[config.mk]
export PLATFORM = sky130hd
export DESIGN_NAME = ppu_vram_arb
export DESIGN_NICKNAME = d
export VERILOG_FILES = /design/src/rtl/ppu_pkg.sv /design/src/rtl/ppu_vram_tag_pipe.sv /design/src/rtl/ppu_vram_arb.sv
export SDC_FILE = /design/constraint.sdc
export NUM_CORES = 1
export LEC_CHECK = 0
export CORE_UTILIZATION = 25
export CTS_CLUSTER_DIAMETER = 150
export DETAILED_ROUTE_END_ITERATION = 7
export PLACE_DENSITY_LB_ADDON = 0.15
export SKIP_CTS_REPAIR_TIMING = 1
export SYNTH_ARGS = -nofsm -noshare
export SYNTH_HDL_FRONTEND = slang
export SYNTH_HIERARCHICAL = 1
export SYNTH_SLANG_ARGS = --single-unit
[constraint.sdc]
create_clock -name clk_in -period 1.9 [get_ports clk_in]
set_input_delay 0.38 -clock clk_in [delete_from_list [all_inputs] [get_ports clk_in]]
set_output_delay 0.38 -clock clk_in [all_outputs]
set_load 0.01 [all_outputs]
[src/rtl/ppu_pkg.sv]
// Shared PPU types: VRAM owner tags and palette address range.
// Imported by the VRAM arbiter and its owner-tag pipe.
package ppu_pkg;

  typedef enum logic [1:0] {
    OWN_NONE = 2'd0,
    OWN_BG   = 2'd1,
    OWN_SPR  = 2'd2,
    OWN_RI   = 2'd3
  } own_e;

  localparam logic [5:0] PAL_HI = 6'h3F;

endpackage

[src/rtl/ppu_vram_tag_pipe.sv]
// Owner-tag delay line, RD_LAT stages, async clear.
// Ports: clk_in, nrst_in, tag_in (issued owner), tag_out (returning owner).
module ppu_vram_tag_pipe
  import ppu_pkg::*;
#(
  parameter int RD_LAT = 1
) (
  input  logic clk_in,
  input  logic nrst_in,
  input  own_e tag_in,
  output own_e tag_out
);

  own_e pipe_q [RD_LAT];

  always_ff @(posedge clk_in or negedge nrst_in) begin
    if (!nrst_in) begin
      for (int i = 0; i < RD_LAT; i++) begin
        pipe_q[i] <= OWN_NONE;
      end
    end else begin
      pipe_q[0] <= tag_in;
      for (int i = 1; i < RD_LAT; i++) begin
        pipe_q[i] <= pipe_q[i-1];
      end
    end
  end

  assign tag_out = pipe_q[RD_LAT-1];

endmodule

[src/rtl/ppu_vram_arb.sv]
// PPU VRAM arbiter: bg / spr / CPU-side requesters onto one bus.
// Ports: per-requester req/addr in, gnt/vld out; VRAM a/d/wr out, d in.
module ppu_vram_arb
  import ppu_pkg::*;
#(
  parameter int AW         = 14,
  parameter int DW         = 8,
  parameter int RD_LAT     = 1,
  parameter int STARVE_MAX = 8
) (
  input  logic          clk_in,
  input  logic          nrst_in,
  input  logic          rendering_in,
  input  logic          bg_req_in,
  input  logic [AW-1:0] bg_a_in,
  output logic          bg_gnt_out,
  output logic          bg_vld_out,
  input  logic          spr_req_in,
  input  logic [AW-1:0] spr_a_in,
  output logic          spr_gnt_out,
  output logic          spr_vld_out,
  input  logic          ri_req_in,
  input  logic          ri_wr_in,
  input  logic [AW-1:0] ri_a_in,
  input  logic [DW-1:0] ri_d_in,
  output logic          ri_gnt_out,
  output logic          ri_vld_out,
  output logic [DW-1:0] rd_d_out,
  output logic [AW-1:0] vram_a_out,
  output logic [DW-1:0] vram_d_out,
  output logic          vram_wr_out,
  input  logic [DW-1:0] vram_d_in
);

  localparam int SW = $clog2(STARVE_MAX + 1);
  localparam logic [SW-1:0] SMAX = SW'(STARVE_MAX);

  logic          bg_el;
  logic          spr_el;
  logic          ri_el;
  logic          ri_pal;
  logic          ri_do_wr;
  own_e          win;
  own_e          tag_in;
  own_e          tag_out;
  logic [SW-1:0] starve_q;
  logic [SW-1:0] starve_d;

  // A requester whose grant is showing this cycle sits out one pick.
  assign bg_el  = bg_req_in  & ~bg_gnt_out;
  assign spr_el = spr_req_in & ~spr_gnt_out;
  assign ri_el  = ri_req_in  & ~ri_gnt_out;

  assign ri_pal   = (ri_a_in[AW-1:AW-6] == PAL_HI);
  assign ri_do_wr = ri_wr_in & ~ri_pal;

  always_comb begin
    win = OWN_NONE;
    if (rendering_in) begin
      if (ri_el && starve_q == SMAX) begin
        win = OWN_RI;
      end else if (bg_el) begin
        win = OWN_BG;
      end else if (spr_el) begin
        win = OWN_SPR;
      end else if (ri_el) begin
        win = OWN_RI;
      end
    end else begin
      if (ri_el) begin
        win = OWN_RI;
      end else if (spr_el) begin
        win = OWN_SPR;
      end else if (bg_el) begin
        win = OWN_BG;
      end
    end
  end

  always_comb begin
    starve_d = starve_q;
    if (!ri_req_in || win == OWN_RI) begin
      starve_d = '0;
    end else if (starve_q != SMAX) begin
      starve_d = starve_q + 1'b1;
    end
  end

  // Writes (palette ones included) return nothing.
  always_comb begin
    tag_in = win;
    if (win == OWN_RI && ri_wr_in) begin
      tag_in = OWN_NONE;
    end
  end

  always_ff @(posedge clk_in or negedge nrst_in) begin
    if (!nrst_in) begin
      starve_q <= '0;
    end else begin
      starve_q <= starve_d;
    end
  end

  always_ff @(posedge clk_in or negedge nrst_in) begin
    if (!nrst_in) begin
      bg_gnt_out  <= 1'b0;
      spr_gnt_out <= 1'b0;
      ri_gnt_out  <= 1'b0;
      vram_a_out  <= '0;
      vram_d_out  <= '0;
      vram_wr_out <= 1'b0;
    end else begin
      bg_gnt_out  <= (win == OWN_BG);
      spr_gnt_out <= (win == OWN_SPR);
      ri_gnt_out  <= (win == OWN_RI);
      vram_wr_out <= 1'b0;
      unique case (win)
        OWN_BG: begin
          vram_a_out <= bg_a_in;
        end
        OWN_SPR: begin
          vram_a_out <= spr_a_in;
        end
        OWN_RI: begin
          vram_a_out <= ri_a_in;
          if (ri_do_wr) begin
            vram_d_out  <= ri_d_in;
            vram_wr_out <= 1'b1;
          end
        end
        default: begin
        end
      endcase
    end
  end

  ppu_vram_tag_pipe #(
    .RD_LAT (RD_LAT)
  ) u_tag_pipe (
    .clk_in  (clk_in),
    .nrst_in (nrst_in),
    .tag_in  (tag_in),
    .tag_out (tag_out)
  );

  always_ff @(posedge clk_in or negedge nrst_in) begin
    if (!nrst_in) begin
      bg_vld_out  <= 1'b0;
      spr_vld_out <= 1'b0;
      ri_vld_out  <= 1'b0;
      rd_d_out    <= '0;
    end else begin
      bg_vld_out  <= (tag_out == OWN_BG);
      spr_vld_out <= (tag_out == OWN_SPR);
      ri_vld_out  <= (tag_out == OWN_RI);
      if (tag_out != OWN_NONE) begin
        rd_d_out <= vram_d_in;
      end
    end
  end

endmodule

== Word level (Yosys, flattened, before mapping) ==
Cells that the tools add are included.

* Bits in writable memories: 0
* Bits in latches: 0
* Output and inout port bits: 37
* Memories kept: 0
* Bits in read-only memories: 0
* Register bits after elaboration: 43
* Input bits: 65

* Div/mod/pow operators: 0
* Reductions and logical operators: 8
* Multiply operators: 0
* Equality and inequality tests: 9
* Bitwise logic cells: 8
* Mux-type cells: 14
* Shifts and indexed selects: 0
* Add/subtract/negate cells: 1
* Order comparisons: 0

{| class="wikitable"
|+ Operators by type and width
! operator !! count
|-
| 14-bit one-hot mux with 3 select lines || 1
|-
| 2-bit two-way mux || 8
|-
| 2-bit == test, second input constant || 4
|-
| 4-bit two-way mux || 2
|-
| 6-bit == test, second input constant || 1
|-
| 4-bit by 1-bit adder with 4-bit output, second input constant || 1
|-
| 1-bit bitwise AND || 4
|-
| 2-bit by 1-bit == test with 1-bit output, second input constant || 2
|-
| 4-bit == test, second input constant || 1
|-
| 4-bit != test, second input constant || 1
|-
| 1-bit NOT || 4
|-
| 2-bit nonzero test || 2
|-
| 1-bit two-way mux || 3
|-
| 3-bit nonzero test || 1
|-
| 1-bit logical AND || 2
|-
| 2-bit AND reduction || 1
|-
| 1-bit logical NOT || 1
|-
| 1-bit logical OR || 1
|}

== Logic depth before layout (Yosys ltp) ==
* Depth after elaboration: 10
* Depth in mapped cells: 8

== By module ==
Netlist, hierarchy kept.

{| class="wikitable"
|+ Modules (own cells, without submodules)
! module !! cells each !! area each (um^2) !! times used
|-
| ppu_vram_arb || 182 || 1996.9 || 1
|-
| ppu_vram_tag_pipe || 2 || 50.0 || 1
|}

== Worst setup path before layout ==
OpenSTA, ideal clock, no wires.

* Path kind: reg-to-reg
* From: register starve_q[0]
* To: register vram_d_out[0]
* Arrival time: 1.584 ns
* Cell stages (with the launch flop): 7
* Setup time: 0.125 ns
* Setup slack: 0.192 ns
* Clock period less this slack: 1.708 ns
* Buffers on the path: 0
* Cell sequence: dfrtp_1 -> inv_1 -> ha_1 -> nand3b_1 -> o211a_4 -> nor3_4 -> mux2_2

* Longest elaborated chain between the ends: 6

{| class="wikitable"
|+ RTL lines
! what !! RTL line !! RTL
|-
| start, declared || ppu_vram_arb.sv:46 || <nowiki>logic [SW-1:0] starve_q;</nowiki>
|-
| start signal, assigned || ppu_vram_arb.sv:101 || <nowiki>starve_q <= starve_d;</nowiki>
|-
| 4-bit == test || ppu_vram_arb.sv:60 || <nowiki>if (ri_el && starve_q == SMAX) begin</nowiki>
|-
| 1-bit logical AND || ppu_vram_arb.sv:60 ||
|-
| 2-bit two-way mux || ppu_vram_arb.sv:60 ||
|-
| 2-bit two-way mux || ppu_vram_arb.sv:59 || <nowiki>if (rendering_in) begin</nowiki>
|-
| 2-bit == test || ppu_vram_arb.sv:118 || <nowiki>unique case (win)</nowiki>
|-
| 2-bit AND reduction (no line) || - ||
|-
| end signal, assigned || ppu_vram_arb.sv:128 || <nowiki>vram_d_out <= ri_d_in;</nowiki>
|-
| end, declared || ppu_vram_arb.sv:30 || <nowiki>output logic [DW-1:0] vram_d_out,</nowiki>
|}

No other way between the ends.
A chain may end at the register's enable or synchronous reset.

== Worst setup path after layout ==
* From: input port bg_req_in
* To: register vram_d_out[7]

* Longest elaborated chain between the ends: 7

{| class="wikitable"
|+ RTL lines
! what !! RTL line !! RTL
|-
| start, declared || ppu_vram_arb.sv:14 || <nowiki>input logic bg_req_in,</nowiki>
|-
| 1-bit bitwise AND (*) || ppu_vram_arb.sv:50 || <nowiki>assign bg_el = bg_req_in & ~bg_gnt_out;</nowiki>
|-
| 1-bit two-way mux || ppu_vram_arb.sv:74 || <nowiki>end else if (bg_el) begin</nowiki>
|-
| 2-bit two-way mux || ppu_vram_arb.sv:72 || <nowiki>end else if (spr_el) begin</nowiki>
|-
| 2-bit two-way mux || ppu_vram_arb.sv:70 || <nowiki>if (ri_el) begin</nowiki>
|-
| 2-bit two-way mux (*) || ppu_vram_arb.sv:59 ||
|-
| 2-bit == test (*) || ppu_vram_arb.sv:118 ||
|-
| 2-bit AND reduction (no line) (*) || - ||
|}

Mark *: on every way between the ends. The rest lies on a longest branch, timed or not.

==> results.py <==
metrics = {
    "grt": {
        "grt_antenna_before_repair": 0,
        "grt_pass1_vias": 1997,
        "globalRouteTotalUtil": 0.1468,
        "pin_count_of_the_biggest_net_entering_global_routing": 26,
        "overflow": 0,
        "wire_length_of_the_first_global_routing_pass_um": 9922,
    },
    "place": {
        "gp_congestion": 0.7551,
        "post-dp-hpwl_um": 4489,
        "port_buffers": 101,
        "pre_cts_ws_ns": -0.5104,
    },
    "yosys": {
        "netlist_top_cells_area": "dfrtp_1 53%, mux2_2 8.3%, o221ai_1 4.7%",
        "yosys_warnings": 6,
        "synth_top_cell_area_share": 0.5257,
        "synth_area_um2": 2047,
        "ys_top_cells_by_count": "43 x dfrtp_1, 17 x nand3_1, 15 x mux2_2",
        "postSynth.asyncResetShare": 1.000,
        "synth_area_per_cell_um2": 11.12,
        "synth_cell_types": 29,
        "synth-edff-count": 0,
        "yosysMostFrequentCell": "dfrtp_1",
        "synth_ff_type": "dfrtp_1",
        "synth_top_cell_by_area": "dfrtp_1",
        "seq_area_frac_synth": 0.5257,
        "syn_nets": 251,
        "synthesis.instances": 184,
        "synth_seq_cells": 43,
    },
    "power_and_ir_drop": {
        "peakVddDrop_mv": 0.2790,
        "power.share.switching": 0.2978,
        "p_comb_frac": 0.351,
        "power_frac_seq": 0.425,
        "leakagePower_nw": 1.366,
        "netSwitchingPower_uw": 812.3,
        "clkPwrFrac": 0.224,
        "pwr_density_cell_nw_per_um2": 784.8,
        "internal-power_mw": 1.915,
        "power_mw": 2.728,
    },
    "sta": {
        "min_period_over_period": 0.9728,
        "fin_ws_ns": 0.05159,
        "finalCriticalPeriod_ns": 1.848,
        "max_slew.worst_pin.slew_ns": 0.6916,
        "max_slew_margin": 0.5389,
        "maxSlewViolCount": 0,
        "setup_tns_ns": 0,
        "achievable-frequency_mhz": 541.0,
        "finalClockSkew_ns": 0.01543,
        "grt_setup_unrepaired": "no",
        "finalSetupViolCount": 0,
        "worst_hold_slack_ns": -0.01790,
        "timing.final.hold_violations": 8,
    },
    "run_status": {
        "run_status": "complete, but fails checks",
        "violated_checks": "hold timing",
    },
    "clock_tree": {
        "worstSkewPairLatency_ns": 0.30,
        "clkSinkCount": 43,
        "htree_levels": 2,
        "number_of_buffers_created_by_cts": 5,
        "cts-root-to-sink-buffers": 2,
        "ctsRootBufferMaster": "clkbuf_8",
        "clkTransAtPathRegs_ns": 0.10,
        "cts_tree": "built",
    },
    "worst_setup_path": {
        "setup.worst_path.end_class": "register",
        "critical_path.reg2reg.endpoint": "vram_d_out[7]",
        "reg2regPathDepth": 7,
        "worst_flop_to_flop_path_startpoint": "starve_q[0]",
        "cp_max_fo": 9,
        "criticalPathCategory": "input port to register",
        "critPathArrivalTime_ns": 2.04,
        "worst-endpoint-required_ns": 2.09,
        "regToRegSetupSlack_ns": 0.12,
        "setup.worst_path.start_class": "input port",
    },
    "die": {
        "die-width_um": 92.49,
        "fp.dieH_um": 92.49,
        "fp.coreArea_um2": 7807,
        "die_area_um2": 8553,
        "io-pin-count": 102,
        "initial_core_util": 0.2622,
        "core.rowCount": 32,
    },
    "detailed_routing": {
        "post_drt_via_cell_ratio": 4.811,
        "routed-via-count": 1987,
        "total_iterations_of_the_first_detailed_routing_run": 4,
        "drcViolationCount": 0,
        "avgRoutedWirePerCell_um": 14.75,
        "drt-initial-drc-count": 52,
        "drtAntennaViolNets": 0,
        "drt-total-wl_um": 6090,
    },
    "layout": {
        "fill_cells": 774,
        "area.sequential_um2": 1076,
        "synthToLayoutAreaGrowth_pct": 69.80,
        "num-nets-final": 377,
        "multi_input_comb_area_um2": 923.4,
        "num_antenna_cells": 0,
        "fraction_of_layout_instances_using_a_drive_strength_above_1": 0.1897,
    },
    "hold_path": {
        "min_path_type": "input port to async pin",
    },
    "run": {
        "max_cap_viol_count": 0,
    },
}
[per-layer routing]
| metal | global-route usage | wire length [µm] | share of wire | vias up |
|---|---|---|---|---|
| li1 | - | - | - | 961 |
| met1 | 0.1927 | 2795 | 0.46 | 930 |
| met2 | 0.2358 | 2718 | 0.45 | 89 |
| met3 | 0.03777 | 512 | 0.084 | 7 |
| met4 | 0.04557 | 63 | 0.010 | 0 |
| met5 | 0 | 0 | 0 | - |
[cells in the final DEF, fill, tap and decap left out, drive strengths merged]
cell and count:
nand2 8, o211a 1, and2 2, clkinvlp 2, o22ai 14, nor3 1, a2bb2oi 1, xor2 1
nand2b 3, mux2 17, o221ai 11, a21oi 9, nand3 17, buf 30, and3b 1, nor2b 5
ha 2, nand4 1, clkbuf 5, xnor2 1, o21ai 5, o211ai 12, o32ai 3, inv 3
dfrtp 43, a211oi 2, clkdlybuf4s50 100, nand3b 2, nor2 9
[through the flow]
stage          instance area, µm²  instances  hold slack [ns]    util
6_report                     3476        413         -0.01790  0.4452
5_1_grt                      3476        413          0.01238  0.4452
4_1_cts                      3471        413        -0.009727  0.4446
3_5_place_dp                 3378        405           0.3270  0.4327
3_3_place_gp                 3378        405           0.3336  0.4327
2_1_floorplan                2047        184          0.08441       -
[cell families after synthesis]
logic type                 after synthesis  synth area share
muxes                                   17           0.09352
and+or+nand+nor                         49            0.1333
AOI/OAI and AO/OA                       58            0.2011
DFF                                     43            0.5257
adders and majority gates                2           0.01222
buffers and inverters                   13           0.02567
xor gates and xnor gates                 2          0.008559
[flip-flops by register name, summed over array words and instances (netlist names)]
signal and flops:
rd_d_out 8, bg_vld_out 1, bg_gnt_out 1, ri_vld_out 1
u_tag_pipe/tag_out 2, vram_wr_out 1, spr_gnt_out 1, ri_gnt_out 1
starve_q 4, spr_vld_out 1, vram_d_out 8, vram_a_out 14
[worst max-delay path, stage by stage]
cell and delay (ns):
clkdlybuf4s50_1 0.44, buf_4 0.16, nor2b_4 0.12, o211a_4 0.24, nor3_4 0.21, buf_12 0.15
mux2_2 0.33
[worst max-delay path by stage]
stage,from,endpoint,slack [ns],cells after the start
floorplan,starve_q[0],vram_d_out[0],0.19,6
detailed placement,bg_req_in,vram_a_out[12],-0.51,5
CTS,bg_req_in,vram_a_out[12],-0.20,5
global placement,bg_req_in,vram_a_out[12],-0.45,5
global route,bg_req_in,vram_d_out[3],0.01,7
finish,bg_req_in,vram_d_out[7],0.05,7
[area by class of cell]
class	instances	share of cell area
timing repair buffer	130	0.3593
clock inverter	3	0.006839
multi-input combinational	128	0.2657
clock buffer	5	0.01980
sequential	43	0.3096
tap	102	0.03672
inverter	2	0.002160
[power by group through the flow]
stage | registers, mW | logic, mW | clock network (mW)
finish | 1.16 | 0.956 | 0.612
global route | 1.18 | 1.03 | 0.673
CTS | 1.16 | 0.968 | 0.648
detailed placement | 1.18 | 0.963 | 0
global placement | 1.18 | 0.960 | 0
floorplan | 1.24 | 0.297 | 0
Note: power is estimated with default switching activity, not from simulation.
